File: config.mk
export PLATFORM = sky130hd
export DESIGN_NAME = sim_bus_initiator
export DESIGN_NICKNAME = d
export VERILOG_FILES = /design/src/rtl/sim_bus_initiator.sv
export SDC_FILE = /design/constraint.sdc
export NUM_CORES = 1
export LEC_CHECK = 0
export ABC_AREA = 1
export ABC_CLOCK_PERIOD_IN_PS = 3000
export CORE_ASPECT_RATIO = 1.2
export CORE_MARGIN = 5
export CORE_UTILIZATION = 50
export DETAILED_ROUTE_END_ITERATION = 8
export PLACE_DENSITY = 0.79
export SLEW_MARGIN = 10
export SYNTH_ARGS = -nofsm -noshare
export SYNTH_HDL_FRONTEND = slang
export SYNTH_SLANG_ARGS = --single-unit
File: constraint.sdc
create_clock -name clk_i -period 3 [get_ports clk_i]
set_input_delay 0.6 -clock clk_i [delete_from_list [all_inputs] [get_ports clk_i]]
set_output_delay 0.6 -clock clk_i [all_outputs]
set_load 0.01 [all_outputs]
File: src/rtl/sim_bus_initiator.sv
// Bus initiator for the simple-system device bus.
// In-order command issue, outstanding tracking, buffered responses.
module sim_bus_initiator #(
  parameter int unsigned AddrWidth      = 32,
  parameter int unsigned DataWidth      = 32,
  parameter int unsigned MaxOutstanding = 2,
  parameter int unsigned TimeoutCycles  = 1024
) (
  input  logic                   clk_i,
  input  logic                   rst_ni,
  input  logic                   cmd_valid_i,
  output logic                   cmd_ready_o,
  input  logic                   cmd_we_i,
  input  logic [DataWidth/8-1:0] cmd_be_i,
  input  logic [AddrWidth-1:0]   cmd_addr_i,
  input  logic [DataWidth-1:0]   cmd_wdata_i,
  output logic                   rsp_valid_o,
  input  logic                   rsp_ready_i,
  output logic                   rsp_we_o,
  output logic [DataWidth-1:0]   rsp_rdata_o,
  output logic                   rsp_err_o,
  output logic                   rsp_timeout_o,
  output logic                   req_o,
  input  logic                   gnt_i,
  output logic                   we_o,
  output logic [DataWidth/8-1:0] be_o,
  output logic [AddrWidth-1:0]   addr_o,
  output logic [DataWidth-1:0]   wdata_o,
  input  logic                   rvalid_i,
  input  logic [DataWidth-1:0]   rdata_i,
  input  logic                   err_i,
  output logic                   busy_o,
  output logic                   locked_o
);

  localparam int unsigned BW = DataWidth / 8;
  localparam int unsigned PW =
    (MaxOutstanding > 1) ? $clog2(MaxOutstanding) : 1;
  localparam int unsigned CW = 5;
  localparam logic [CW-1:0] MAX = CW'(MaxOutstanding);
  localparam logic [PW-1:0] LAST = PW'(MaxOutstanding - 1);
  localparam logic [31:0] TO_LAST = 32'(TimeoutCycles) - 32'd1;
  localparam bit TO_EN = (TimeoutCycles != 0);

  localparam logic [1:0] IDLE   = 2'd0;
  localparam logic [1:0] REQ    = 2'd1;
  localparam logic [1:0] LOCKED = 2'd2;

  logic [1:0]           state_q, state_d;
  logic                 init_q;
  logic                 we_q;
  logic [BW-1:0]        be_q;
  logic [AddrWidth-1:0] addr_q;
  logic [DataWidth-1:0] wdata_q;
  logic [CW-1:0]        outst_q, outst_d;
  logic [31:0]          tmo_q, tmo_d;

  logic [MaxOutstanding-1:0] tag_q;
  logic [PW-1:0]             tag_wp_q, tag_rp_q;

  logic [MaxOutstanding-1:0] f_we_q, f_err_q, f_to_q;
  logic [DataWidth-1:0]      f_data_q [MaxOutstanding];
  logic [PW-1:0]             f_wp_q, f_rp_q;
  logic [CW-1:0]             f_cnt_q, f_cnt_d;

  logic                 grant, accept, pop, rsp_in, tmo_hit, push;
  logic [CW-1:0]        used;
  logic                 push_we, push_err, push_to;
  logic [DataWidth-1:0] push_data;

  function automatic logic [PW-1:0] nxt(input logic [PW-1:0] p);
    return (p == LAST) ? '0 : p + 1'b1;
  endfunction

  assign req_o    = (state_q == REQ);
  assign we_o     = we_q;
  assign be_o     = be_q;
  assign addr_o   = addr_q;
  assign wdata_o  = wdata_q;
  assign locked_o = (state_q == LOCKED);
  assign busy_o   = req_o || (outst_q != '0) || (f_cnt_q != '0);

  assign rsp_valid_o   = (f_cnt_q != '0);
  assign rsp_we_o      = f_we_q[f_rp_q];
  assign rsp_rdata_o   = f_data_q[f_rp_q];
  assign rsp_err_o     = f_err_q[f_rp_q];
  assign rsp_timeout_o = f_to_q[f_rp_q];

  assign rsp_in  = rvalid_i && (outst_q != '0) && !locked_o;
  assign tmo_hit = TO_EN && (outst_q != '0) && !rvalid_i
                && (tmo_q == TO_LAST) && !locked_o;
  // A request still waiting in REQ already holds a credit; granting it
  // only moves that credit into the outstanding count.
  assign used = outst_q + f_cnt_q + CW'(req_o);

  assign cmd_ready_o = rst_ni && init_q && !locked_o && !tmo_hit
                    && ((state_q == IDLE) || gnt_i) && (used < MAX);

  assign accept = cmd_valid_i && cmd_ready_o;
  assign grant  = req_o && gnt_i && !tmo_hit;
  assign pop    = rsp_valid_o && rsp_ready_i;
  assign push   = rsp_in || tmo_hit;

  // Select what enters the response FIFO this cycle
  always_comb begin
    push_we   = tag_q[tag_rp_q];
    push_err  = 1'b1;
    push_to   = 1'b1;
    push_data = '0;
    if (rsp_in) begin
      push_err  = err_i;
      push_to   = 1'b0;
      push_data = push_we ? '0 : rdata_i;
    end
  end

  // Next state, outstanding count, FIFO count and timeout counter
  always_comb begin
    state_d = state_q;
    unique case (state_q)
      IDLE:    if (accept) state_d = REQ;
      REQ:     if (grant) state_d = accept ? REQ : IDLE;
      default: state_d = LOCKED;
    endcase
    if (tmo_hit) state_d = LOCKED;

    outst_d = outst_q + CW'(grant) - CW'(rsp_in);
    if (tmo_hit) outst_d = '0;

    f_cnt_d = f_cnt_q + CW'(push) - CW'(pop);

    tmo_d = tmo_q + 32'd1;
    if (rvalid_i || (outst_q == '0)) tmo_d = '0;
  end

  // Control and request-stage registers
  always_ff @(posedge clk_i) begin
    if (!rst_ni) begin
      state_q  <= IDLE;
      init_q   <= 1'b0;
      we_q     <= 1'b0;
      be_q     <= '0;
      addr_q   <= '0;
      wdata_q  <= '0;
      outst_q  <= '0;
      tmo_q    <= '0;
      f_cnt_q  <= '0;
      tag_wp_q <= '0;
      tag_rp_q <= '0;
      f_wp_q   <= '0;
      f_rp_q   <= '0;
    end else begin
      state_q <= state_d;
      init_q  <= 1'b1;
      outst_q <= outst_d;
      tmo_q   <= tmo_d;
      f_cnt_q <= f_cnt_d;
      if (accept) begin
        we_q    <= cmd_we_i;
        be_q    <= cmd_be_i;
        addr_q  <= {cmd_addr_i[AddrWidth-1:2], 2'b00};
        wdata_q <= cmd_wdata_i;
      end
      if (tmo_hit) begin
        tag_wp_q <= '0;
        tag_rp_q <= '0;
      end else begin
        if (grant) tag_wp_q <= nxt(tag_wp_q);
        if (rsp_in) tag_rp_q <= nxt(tag_rp_q);
      end
      if (push) f_wp_q <= nxt(f_wp_q);
      if (pop) f_rp_q <= nxt(f_rp_q);
    end
  end

  // Tag and response storage
  always_ff @(posedge clk_i) begin
    if (!rst_ni) begin
      tag_q   <= '0;
      f_we_q  <= '0;
      f_err_q <= '0;
      f_to_q  <= '0;
      for (int i = 0; i < int'(MaxOutstanding); i++) f_data_q[i] <= '0;
    end else begin
      if (grant) tag_q[tag_wp_q] <= we_q;
      if (push) begin
        f_we_q[f_wp_q]   <= push_we;
        f_err_q[f_wp_q]  <= push_err;
        f_to_q[f_wp_q]   <= push_to;
        f_data_q[f_wp_q] <= push_data;
      end
    end
  end

endmodule

==> results of run 1 <==
-- state kept, by name, summed over array words and instances (netlist names), 2 cells and up, named ones only --
| signal | count |
|---|---|
| f_data_q | 64 |
| tmo_q | 32 |
| wdata_o | 32 |
| addr_o | 30 |
| f_cnt_q | 5 |
| outst_q | 5 |
| be_o | 4 |
| f_err_q | 2 |
| f_to_q | 2 |
| f_we_q | 2 |
| state_q | 2 |
| tag_q | 2 |
-- report_power, final --
part,switching [W],internal (W)
sequential,0.000155,0.00298
combinational,0.00168,0.00132
clock,0.00109,0.00128
-- path summary, 6_finish.rpt --
check                end  cells after the start
max          cmd_ready_o                     13
min reg2reg     tmo_q[0]                      1
max reg2reg   f_cnt_q[4]                     17
min             tmo_q[0]                      1
-- placed cells by master, fill, tap and decap left out, drive strengths merged, types with 17 or more instances in the layout --
cell type / count
nand2: 178
nand4: 76
dfxtp: 125
nand3: 66
edfxtp: 64
a21oi: 45
buf: 43
ha: 17
o21ai: 22
mux2: 32
nor2: 249
clkbuf: 17
clkdlybuf4s50: 209
inv: 161
-- timing repair --
action,CTS,global route
resized for setup,11,14
pin swaps,2,4
cloned,0,0
setup endpoints to repair,1,16
buffers inserted,1,2
-- metal layers --
metal | wire length (um) | global-route usage, %
met4 | 516 | 7.13
met5 | 13 | 0
met2 | 11500 | 38.9
met1 | 8860 | 23.8
met3 | 2070 | 8.47
-- final cells by class --
| cell class | count | area, um^2 | area share [%] |
|---|---|---|---|
| Sequential cell | 189 | 4430 | 36.5 |
| Multi-Input combinational cell | 729 | 3810 | 31.4 |
| Timing Repair Buffer | 252 | 2450 | 20.2 |
| Inverter | 151 | 567 | 4.67 |
| Clock buffer | 17 | 425 | 3.50 |
| Tap cell | 220 | 275 | 2.27 |
| Clock inverter | 15 | 186 | 1.53 |
-- Yosys cell counts (all sizes together) --
master	number
nor2	249
nand4	76
mux2	32
nor4	1
a21oi	45
a211oi	1
buf	33
conb	1
xor2	3
ha	17
nor3b	3
o21bai	1
nand3	66
or2	10
dfxtp	125
nor3	16
nand3b	2
edfxtp	64
fa	3
o21ai	22
clkbuf	27
inv	151
nand2	178
xnor2	2
-- cell families (layout without fill, tap and decap cells) --
family          Yosys count  in the layout  synth area share, %
flops                   189            189                 49.0
simple gates            601            601                 29.9
compound gates           69             69                 3.88
buf+inv                 211            435                 9.76
mux                      32             32                 3.99
xor+xnor                  5              5                0.485
other cells               1              2               0.0415
fa+ha+maj                20             20                 3.02
-- per-stage QoR --
| stage | cells | hold WS, ns | cell area, um^2 | util [%] |
|---|---|---|---|---|
| after global placement | 1538 | 0.429 | 11500 | 64.9 |
| after CTS | 1571 | 0.456 | 12100 | 68.5 |
| after floorplan | 1129 | 0.418 | 9040 | - |
| final | 1573 | 0.421 | 12100 | 68.9 |
| after detailed placement | 1538 | 0.440 | 11500 | 64.9 |
| after global routing | 1573 | 0.430 | 12100 | 68.9 |
-- critical path: cells and delay by family (launching register included) --
family                     cells  cell delay (ns)
adders and majority gates      2             0.77
buffers and inverters          3             0.24
DFF                            1             0.34
and+or+nand+nor                8             0.74
==> out/qor_table.md, run 1 <==
| Result | This run |
| --- | --- |
| Global-route wire length before repair | 37,100 um |
| Total via count after detailed routing | 8,041 |
| Pwr per Cell Area | 700 nW/um^2 |
| CTS root buf | sky130_fd_sc_hd__clkbuf_16 |
| Violation count after the first detailed-routing iteration | 430 |
| CP cell instances | ha_4, nand3_2, nand2_2, inv_2, fa_1, nand2_1, nand3b_1, nor2_1, nand3_1, nor2_2, nand4_2, inv_2, buf_6 |
| Share of post-route cells with drive strength above 1 | 12.2% |
| Global-route usage over all layers | 21.8% |
| Buffers added on ports | 212 |
| Number of global-route vias before repair | 7,858 |
| Average cell area after synthesis | 8.01 um^2 |
| Critical path capture point type | output pin |
| Routed Wire Length | 22,900 um |
| Maximum number of pins on one net before global-route repair | 72 |
| Outcome | finished, violations left |
| Yosys top cell area share | 27.7% |
| Worst Skew | 0.0138 ns |
| Worst-skew pair later-pin latency | 0.44 ns |
| Clock period minus final worst setup slack | 3.11 ns |
| CTS clk-pin slew, worst paths | 0.07 ns |
| Die outline area | 20,900 um^2 |
| TritonCTS Sinks | 189 |
| CTS tree | done |
| Number of endpoints with negative hold slack in the final report | 0 |
| Worst-path cell with the longest stage delay | sky130_fd_sc_hd__fa_1 |
| Post-synthesis sequential area ratio | 49.0% |
| Initial core utilization | 51.2% |
| Worst-Margin Slew | 0.737 ns |
| Antenna diode count | 0 |
| Number of search-and-repair iterations in the first detailed-routing pass | 5 |
| Worst hold-check path type | flop to flop |
| Final Net Count | 1,468 |
| Top cell by count, worst path | sky130_fd_sc_hd__inv_2 |
| Data arrival time of the critical path | 2.51 ns |
| Rel. slew slack | 50.8% |
| Via count normalized by instance count | 5.11 |
| Maximum root-to-sink buffer count | 2 |
| Final setup TNS | -0.113 ns |
| Fillers | 1,447 |
| Core Footprint | 17,600 um^2 |
| Average routed wire per standard cell | 14.6 um |
| Final cycle utilization of the critical path | 104% |
| Die Width | 133 um |
| Worst ir drop on vdd | 0.000398 V |
| Source of the worst register-to-register timing path | tmo_q[0] |
| Leakage power figure | 4.91 nW |
| Gate Count Post-Synth | 1,128 |
| Remaining DRCs | 0 |
| Setup ws final | -0.113 ns |
| Largest fanout on the critical path | 2 |
| Area grow syn2layout | 34.4% |
| CP required | 2.40 ns |
| Final ANT Viol Nets | 0 |
| CP peak stage delay | 0.51 ns |
| Yosys warning total | 0 |
| Routability-driven placement congestion ratio | 0.858 |
| Slack of the worst reg-to-reg path | 0.20 ns |
| Unrepaired setup endpoints after global routing | yes |
| Num CTS Buffers | 17 |
| Final-report max-slew violation count | 0 |
| Number of flip-flops and latches in the synthesized netlist | 189 |
| Critical path class | flop to output pin |
| Hold-fix buffer count after cts | 0 |
| Top cells by area in the synthesized netlist | sky130_fd_sc_hd__dfxtp_1 28%, sky130_fd_sc_hd__edfxtp_1 21%, sky130_fd_sc_hd__nor2_1 9.8% |
| Total grt overflow | 0 |
| Total setup violations reported at the end of the flow | 1 |
| HPWL Detailed | 16,000 um |
| Hold Startpoint | tmo_q[0] |
| Failing checks | setup timing |
| Synth Cell Area | 9040 um^2 |
| H-tree lvl count | 4 |
| Most area-hungry cell type in the Yosys netlist | sky130_fd_sc_hd__dfxtp_1 |
| Die boundary height | 157 um |
| Synth unique cells | 38 |
| Maximum clock rate | 321 MHz |
| Total power draw | 0.00850 W |
| Place WS | -0.191 ns |
| Startpoint type of the worst setup path | flop |
| Number of antenna violations at the first check in global routing | 1 |
| MaxCap Viol Count | 0 |
| Number of rows in the core area | 53 |
| Top-level port count | 217 |
| Critical Path Start | f_cnt_q[0] |
No activity file was read; power rests on OpenSTA's default activity.
==> run 2, diff against run 1 <==
--- a/config.mk
+++ b/config.mk
@@ -8,10 +8,10 @@
 export ABC_AREA = 1
 export ABC_CLOCK_PERIOD_IN_PS = 3000
 export CORE_ASPECT_RATIO = 1.2
-export CORE_MARGIN = 5
 export CORE_UTILIZATION = 50
 export DETAILED_ROUTE_END_ITERATION = 8
 export PLACE_DENSITY = 0.79
+export REMOVE_ABC_BUFFERS = 1
 export SLEW_MARGIN = 10
 export SYNTH_ARGS = -nofsm -noshare
 export SYNTH_HDL_FRONTEND = slang
==> run 2 against run 1 <==
The flow still finishes with violations (setup timing). First-iteration DRC count shrank 4.2%. Maximum frequency is 2.8% higher. Non-clock buffer count fell by 1. Via count rose by 0.44%. Final cell count hardly changed. Largest cell class unchanged. Global-route usage is 2.8 points higher.
==> out/qor_table.md, run 2 (synthesized netlist as in run 1, its figures left out) <==
| Result | This run | vs previous |
| --- | --- | --- |
| Routability-driven placement congestion ratio | 0.833 | -2.9% |
| Data arrival time of the critical path | 2.43 ns | -0.08 ns |
| H-tree lvl count | 4 | unchanged |
| Average routed wire per standard cell | 14.4 um | -0.96% |
| Met3 Usage GRT | 8.03% | -0.44 points |
| Worst Hold Path Cells | 1 | unchanged |
| Routed Wire Length | 22,700 um | -1.0% |
| Remaining DRCs | 0 | unchanged |
| Area of combinational cells with multiple inputs | 3800 um^2 | -0.33% |
| Fraction of met2 tracks used by global routing | 44.0% | +5.1 points |
| Pwr per Cell Area | 689 nW/um^2 | -1.5% |
| Clock period minus final worst setup slack | 3.03 ns | -0.0849 ns |
| Maximum number of pins on one net before global-route repair | 68 | -5.6% |
| Outcome | finished, violations left |  |
| Most frequent cells in the layout | 233 x sky130_fd_sc_hd__nor2_1, 209 x sky130_fd_sc_hd__clkdlybuf4s50_1, 174 x sky130_fd_sc_hd__nand2_1, 142 x sky130_fd_sc_hd__inv_1, 122 x sky130_fd_sc_hd__dfxtp_1 |  |
| Die boundary height | 149 um | -5.1% |
| TritonCTS Sinks | 189 | unchanged |
| Place WS | -0.181 ns | +0.0102 ns |
| CTS clk-pin slew, worst paths | 0.07 ns | about the same |
| Worst ir drop on vdd | 0.000508 V | +28% |
| CTS root buf | sky130_fd_sc_hd__clkbuf_16 |  |
| Worst-skew pair later-pin latency | 0.44 ns | about the same |
| Worst Skew | 0.0210 ns | +0.00719 ns |
| Worst-Margin Slew | 0.673 ns | -0.0644 ns |
| Flip-flop count of the largest register after layout | 64 | unchanged |
| Total power draw | 0.00835 W | -1.8% |
| Maximum root-to-sink buffer count | 2 | unchanged |
| Number of endpoints with negative hold slack in the final report | 0 | unchanged |
| Top-level port count | 217 | unchanged |
| Via count normalized by instance count | 5.14 | +0.50% |
| CP required | 2.40 ns | about the same |
| Number of search-and-repair iterations in the first detailed-routing pass | 4 | -1 |
| Total via count after detailed routing | 8,076 | +0.44% |
| Failing checks | setup timing |  |
| Initial core utilization | 51.4% | +0.19 points |
| Global-route usage over all layers | 24.6% | +2.8 points |
| Leakage power figure | 4.89 nW | -0.52% |
| Worst hold-check path type | input pin to flop |  |
| CTS tree | done |  |
| Largest register by flop count | f_data_q |  |
| Rel. slew slack | 55.1% | +4.3 points |
| Final Net Count | 1,467 | -0.068% |
| Antenna diode count | 0 | unchanged |
| Final-report max-slew violation count | 0 | unchanged |
| Die Width | 125 um | -6.0% |
| Critical path class | flop to output pin |  |
| Critical path capture point type | output pin |  |
| Placed inst area | 11,500 um^2 | +0.20% |
| Hold-fix buffer count after cts | 0 | unchanged |
| GR Layer Usage met1 | 27.3% | +3.5 points |
| Total grt overflow | 0 | unchanged |
| Die outline area | 18,600 um^2 | -11% |
| Num CTS Buffers | 17 | unchanged |
| Most heavily used metal layer in global routing | met2 |  |
| Startpoint type of the worst setup path | flop |  |
| Unrepaired setup endpoints after global routing | yes |  |
| Total setup violations reported at the end of the flow | 1 | unchanged |
| Number of rows in the core area | 53 | unchanged |
| Setup ws final | -0.0280 ns | +0.0849 ns |
| Post-Layout Cell Count | 1,572 | -0.064% |
| Global-route wire length before repair | 36,800 um | -0.78% |
| Largest fanout on the critical path | 2 | unchanged |
| Final ANT Viol Nets | 0 | unchanged |
| Violation count after the first detailed-routing iteration | 412 | -4.2% |
| Fillers | 1,373 | -5.1% |
| Number of placed instances, taps included | 1,536 | -0.13% |
| Maximum clock rate | 330 MHz | +2.8% |
| Summed area of non-filler cells in the final layout | 12,100 um^2 | -0.25% |
| Number of antenna violations at the first check in global routing | 0 | -1 |
| Share of post-route cells with drive strength above 1 | 11.8% | -0.43 points |
| Buffers added on ports | 212 | unchanged |
| Final cycle utilization of the critical path | 101% | -2.8 points |
| Most common cell after layout, fill and taps aside | sky130_fd_sc_hd__nor2_1 |  |
| Register Area | 4430 um^2 | about the same |
| Utilization after layout | 68.9% | +0.089 points |
| Core Footprint | 17,600 um^2 | -0.38% |
| Worst Reg2Reg Path Length in Cells | 19 | +2 |
| HPWL Detailed | 15,700 um | -2.4% |
| MaxCap Viol Count | 0 | unchanged |
| Number of global-route vias before repair | 7,856 | -0.025% |
| Area grow syn2layout | 34.1% |  |
## run 2: changes by cell type in the layout (fill, tap and decap cells not counted), moves of 2 or more
cell,delta
sky130_fd_sc_hd__buf_12,+3
sky130_fd_sc_hd__buf_4,-4
sky130_fd_sc_hd__bufinv_16,-2
sky130_fd_sc_hd__dfxtp_1,+2
sky130_fd_sc_hd__dfxtp_2,-2
sky130_fd_sc_hd__inv_6,+2
sky130_fd_sc_hd__inv_8,-2
sky130_fd_sc_hd__nand2_2,+2
sky130_fd_sc_hd__nand2_4,-2
## run 2: cell type report
type | count | share of cell area [%]
clock buffer | 18 | 3.54
inverter | 151 | 4.68
sequential | 189 | 36.5
timing repair buffer | 251 | 20.5
clock inverter | 14 | 1.14
tap | 220 | 2.27
multi-input combinational | 729 | 31.3
## run 2: worst paths after layout
kind / start / slack, ns / endpoint
setup / recovery: f_cnt_q[0] / -0.03 / cmd_ready_o
hold / removal: rst_ni / 0.36 / init_q
setup reg to reg: tmo_q[1] / 0.18 / outst_q[4]
hold reg to reg: tmo_q[0] / 0.43 / tmo_q[0]
## run 2: timing repair
item | 4_1_cts | 5_1_grt
gates resized for setup | 12 | 7
setup buffers | 1 | 3
pin swaps | 7 | 6
setup endpoints to repair | 1 | 52
## run 2: critical path, cell delays in order (launching register included)
cell and delay (ns):
sky130_fd_sc_hd__dfxtp_2 0.34, sky130_fd_sc_hd__ha_4 0.26, sky130_fd_sc_hd__nand3_2 0.05, sky130_fd_sc_hd__nand2_2 0.08
sky130_fd_sc_hd__inv_2 0.04, sky130_fd_sc_hd__fa_1 0.50, sky130_fd_sc_hd__nand2_1 0.05, sky130_fd_sc_hd__nand3b_1 0.15
sky130_fd_sc_hd__nor2_1 0.09, sky130_fd_sc_hd__nand3_1 0.09, sky130_fd_sc_hd__nor2_2 0.10, sky130_fd_sc_hd__nand4_2 0.10
sky130_fd_sc_hd__inv_2 0.08, sky130_fd_sc_hd__buf_6 0.09
## run 2: metrics by stage
stage	hold slack, ns	TNS (ns)
2_1_floorplan	0.418	-79.69
3_3_place_gp	0.431	-0.153
3_5_place_dp	0.451	-0.324
4_1_cts	0.343	-0.147
5_1_grt	0.349	-0.207
6_report	0.359	-0.0280
## run 2: metal layers
metal,share of wire [%],wire length [um],vias to the layer above
met1,40,9040,3765
met2,51,11600,222
met4,2.1,469,0
met5,0,0,-
li1,-,-,4057
met3,7.2,1630,32
## run 2: report_power, final
part           internal, W  switching (W)  total [W]
clock              0.00111        0.00107    0.00218
sequential         0.00298       0.000161    0.00314
combinational      0.00134        0.00169    0.00303
==> run 3, diff against run 2 <==
--- a/config.mk
+++ b/config.mk
@@ -10,7 +10,7 @@
 export CORE_ASPECT_RATIO = 1.2
 export CORE_UTILIZATION = 50
 export DETAILED_ROUTE_END_ITERATION = 8
-export PLACE_DENSITY = 0.79
+export PLACE_DENSITY = 0.87
 export REMOVE_ABC_BUFFERS = 1
 export SLEW_MARGIN = 10
 export SYNTH_ARGS = -nofsm -noshare
==> run 3 against run 2 <==
The run still ends with setup timing left. Total power is 2.5% higher. Flip-flop and latch count stayed put. Clock skew down 0.0044 ns. Die area stayed put. Combinational power is 3% higher. Critical path type unchanged. Largest cell class unchanged. Highest routed layer unchanged.
==> out/qor_table.md, run 3 (synthesized netlist as in run 1, its figures left out) <==
| Result | This run | vs previous |
| --- | --- | --- |
| Average routed wire per standard cell | 15.1 um | +4.6% |
| Total via count after detailed routing | 8,249 | +2.1% |
| Clock period minus final worst setup slack | 3.07 ns | +0.0406 ns |
| Register Area | 4430 um^2 | unchanged |
| Final setup TNS | -0.0686 ns | -0.0406 ns |
| Final cycle utilization of the critical path | 102% | +1.4 points |
| Number of global-route vias before repair | 8,014 | +2.0% |
| Setup ws final | -0.0686 ns | -0.0406 ns |
| Startpoint type of the worst setup path | flop |  |
| Core Footprint | 17,600 um^2 | unchanged |
| Num CTS Buffers | 17 | unchanged |
| Violation count after the first detailed-routing iteration | 326 | -21% |
| Top-level port count | 217 | unchanged |
| Worst-Margin Slew | 0.727 ns | +0.0545 ns |
| Final-report max-slew violation count | 0 | unchanged |
| Maximum number of pins on one net before global-route repair | 71 | +4.4% |
| CTS clk-pin slew, worst paths | 0.07 ns | about the same |
| Number of search-and-repair iterations in the first detailed-routing pass | 4 | unchanged |
| CP required | 2.40 ns | about the same |
| Critical path capture point type | output pin |  |
| Initial core utilization | 51.4% | unchanged |
| Worst-skew pair later-pin latency | 0.44 ns | about the same |
| TritonCTS Sinks | 189 | unchanged |
| Post-Layout Cell Count | 1,572 | unchanged |
| Rel. slew slack | 51.5% | -3.6 points |
| Die boundary height | 149 um | unchanged |
| Total power draw | 0.00856 W | +2.5% |
| Die outline area | 18,600 um^2 | unchanged |
| Number of endpoints with negative hold slack in the final report | 0 | unchanged |
| CTS root buf | sky130_fd_sc_hd__clkbuf_16 |  |
| Largest register by flop count | f_data_q |  |
| Die Width | 125 um | unchanged |
| Pwr per Cell Area | 698 nW/um^2 | +1.3% |
| Maximum root-to-sink buffer count | 2 | unchanged |
| Data arrival time of the critical path | 2.47 ns | +0.04 ns |
| Final ANT Viol Nets | 0 | unchanged |
| Antenna diode count | 0 | unchanged |
| Most frequent cells in the layout | 233 x sky130_fd_sc_hd__nor2_1, 209 x sky130_fd_sc_hd__clkdlybuf4s50_1, 174 x sky130_fd_sc_hd__nand2_1, 142 x sky130_fd_sc_hd__inv_1, 122 x sky130_fd_sc_hd__dfxtp_1 |  |
| HPWL Detailed | 15,500 um | -1.0% |
| Largest fanout on the critical path | 2 | unchanged |
| Critical path class | flop to output pin |  |
| Number of rows in the core area | 53 | unchanged |
| Flip-flop count of the largest register after layout | 64 | unchanged |
| Leakage power figure | 4.96 nW | +1.4% |
| Routed Wire Length | 23,800 um | +4.6% |
| Unrepaired setup endpoints after global routing | yes |  |
| Fillers | 1,264 | -7.9% |
| Final Net Count | 1,467 | unchanged |
| Failing checks | setup timing |  |
| Buffers added on ports | 212 | unchanged |
| Most common cell after layout, fill and taps aside | sky130_fd_sc_hd__nor2_1 |  |
| Number of antenna violations at the first check in global routing | 0 | unchanged |
| CTS tree | done |  |
| Number of placed instances, taps included | 1,530 | -0.39% |
| Total setup violations reported at the end of the flow | 1 | unchanged |
| Maximum clock rate | 326 MHz | -1.3% |
| H-tree lvl count | 4 | unchanged |
| Global-route usage over all layers | 24.6% | about the same |
| Worst Skew | 0.0166 ns | -0.00445 ns |
| Area of combinational cells with multiple inputs | 3800 um^2 | +0.20% |
| Outcome | finished, violations left |  |
| Area grow syn2layout | 35.7% |  |
| Worst hold-check slack | 0.421 ns | +0.0622 ns |
| Hold-fix buffer count after cts | 0 | unchanged |
| Worst ir drop on vdd | 0.000616 V | +21% |
| Total grt overflow | 0 | unchanged |
| Global-route wire length before repair | 36,800 um | -0.13% |
| Share of post-route cells with drive strength above 1 | 11.9% | +0.15 points |
| Routability-driven placement congestion ratio | 0.869 | +4.4% |
| Remaining DRCs | 0 | unchanged |
| Via count normalized by instance count | 5.25 | +2.1% |
| MaxCap Viol Count | 0 | unchanged |
| Worst hold-check path type | flop to flop |  |
run 3: cell count changes in the layout (fill, tap and decap cells not counted), sizes merged:
cell    previous run  this run
inv              161       160
bufinv             0         1
clkinv             4         3
clkbuf            18        23
buf               42        38
run 3: worst max-delay path, cell delays in order (launching register included):
cell                       delay (ns)
sky130_fd_sc_hd__dfxtp_2         0.34
sky130_fd_sc_hd__ha_4            0.26
sky130_fd_sc_hd__nand3_2         0.05
sky130_fd_sc_hd__nand2_2         0.07
sky130_fd_sc_hd__inv_2           0.04
sky130_fd_sc_hd__fa_1            0.50
sky130_fd_sc_hd__nand2_1         0.05
sky130_fd_sc_hd__nand3b_1        0.16
sky130_fd_sc_hd__nor2_1          0.09
sky130_fd_sc_hd__nand3_1         0.08
sky130_fd_sc_hd__nor2_2          0.10
sky130_fd_sc_hd__nand4_2         0.10
sky130_fd_sc_hd__inv_2           0.09
sky130_fd_sc_hd__buf_6           0.10
run 3: path summary, 6_finish.rpt:
path                            startpoint           to  slack [ns]  cells past startpoint
worst max-delay path            f_cnt_q[0]  cmd_ready_o       -0.07                     13
worst max register to register  f_cnt_q[0]  wdata_o[30]        0.03                     19
worst min-delay path              tmo_q[0]     tmo_q[0]        0.42                      1
worst min register to register    tmo_q[0]     tmo_q[0]        0.42                      1
run 3: cell type report:
cell class                 count  share of cell area, %
sequential                   189                   36.1
multi-input combinational    729                   31.0
timing repair buffer         251                   21.1
inverter                     151                   4.62
clock buffer                  19                   3.70
tap                          220                   2.24
clock inverter                13                   1.16
run 3: metal layers:
metal | part of all wire (%) | vias up | track usage, %
li1 | - | 4057 | -
met1 | 37 | 3872 | 25.0
met2 | 52 | 274 | 46.1
met3 | 8.0 | 46 | 8.54
met4 | 2.5 | 0 | 8.86
met5 | 0 | - | 0
run 3: repair_timing:
action                     in CTS  in global routing
resized for setup              12                 15
cloned                          0                  7
setup buffers                   1                  2
pin swaps                       8                 22
setup endpoints to repair       1                 59
run 3: report_power, final:
group,internal (W),switching (W)
logic,0.00138,0.00175
clock network,0.00123,0.00106
registers,0.00298,0.000164
run 3: stage by stage:
step	instance area [um^2]	util [%]	worst slack [ns]
2_1_floorplan	8730	-	-0.858
3_3_place_gp	11400	65.0	-0.126
3_5_place_dp	11400	65.0	-0.197
4_1_cts	12000	68.5	-0.199
5_1_grt	12300	69.8	-0.215
6_report	12300	69.8	-0.0686
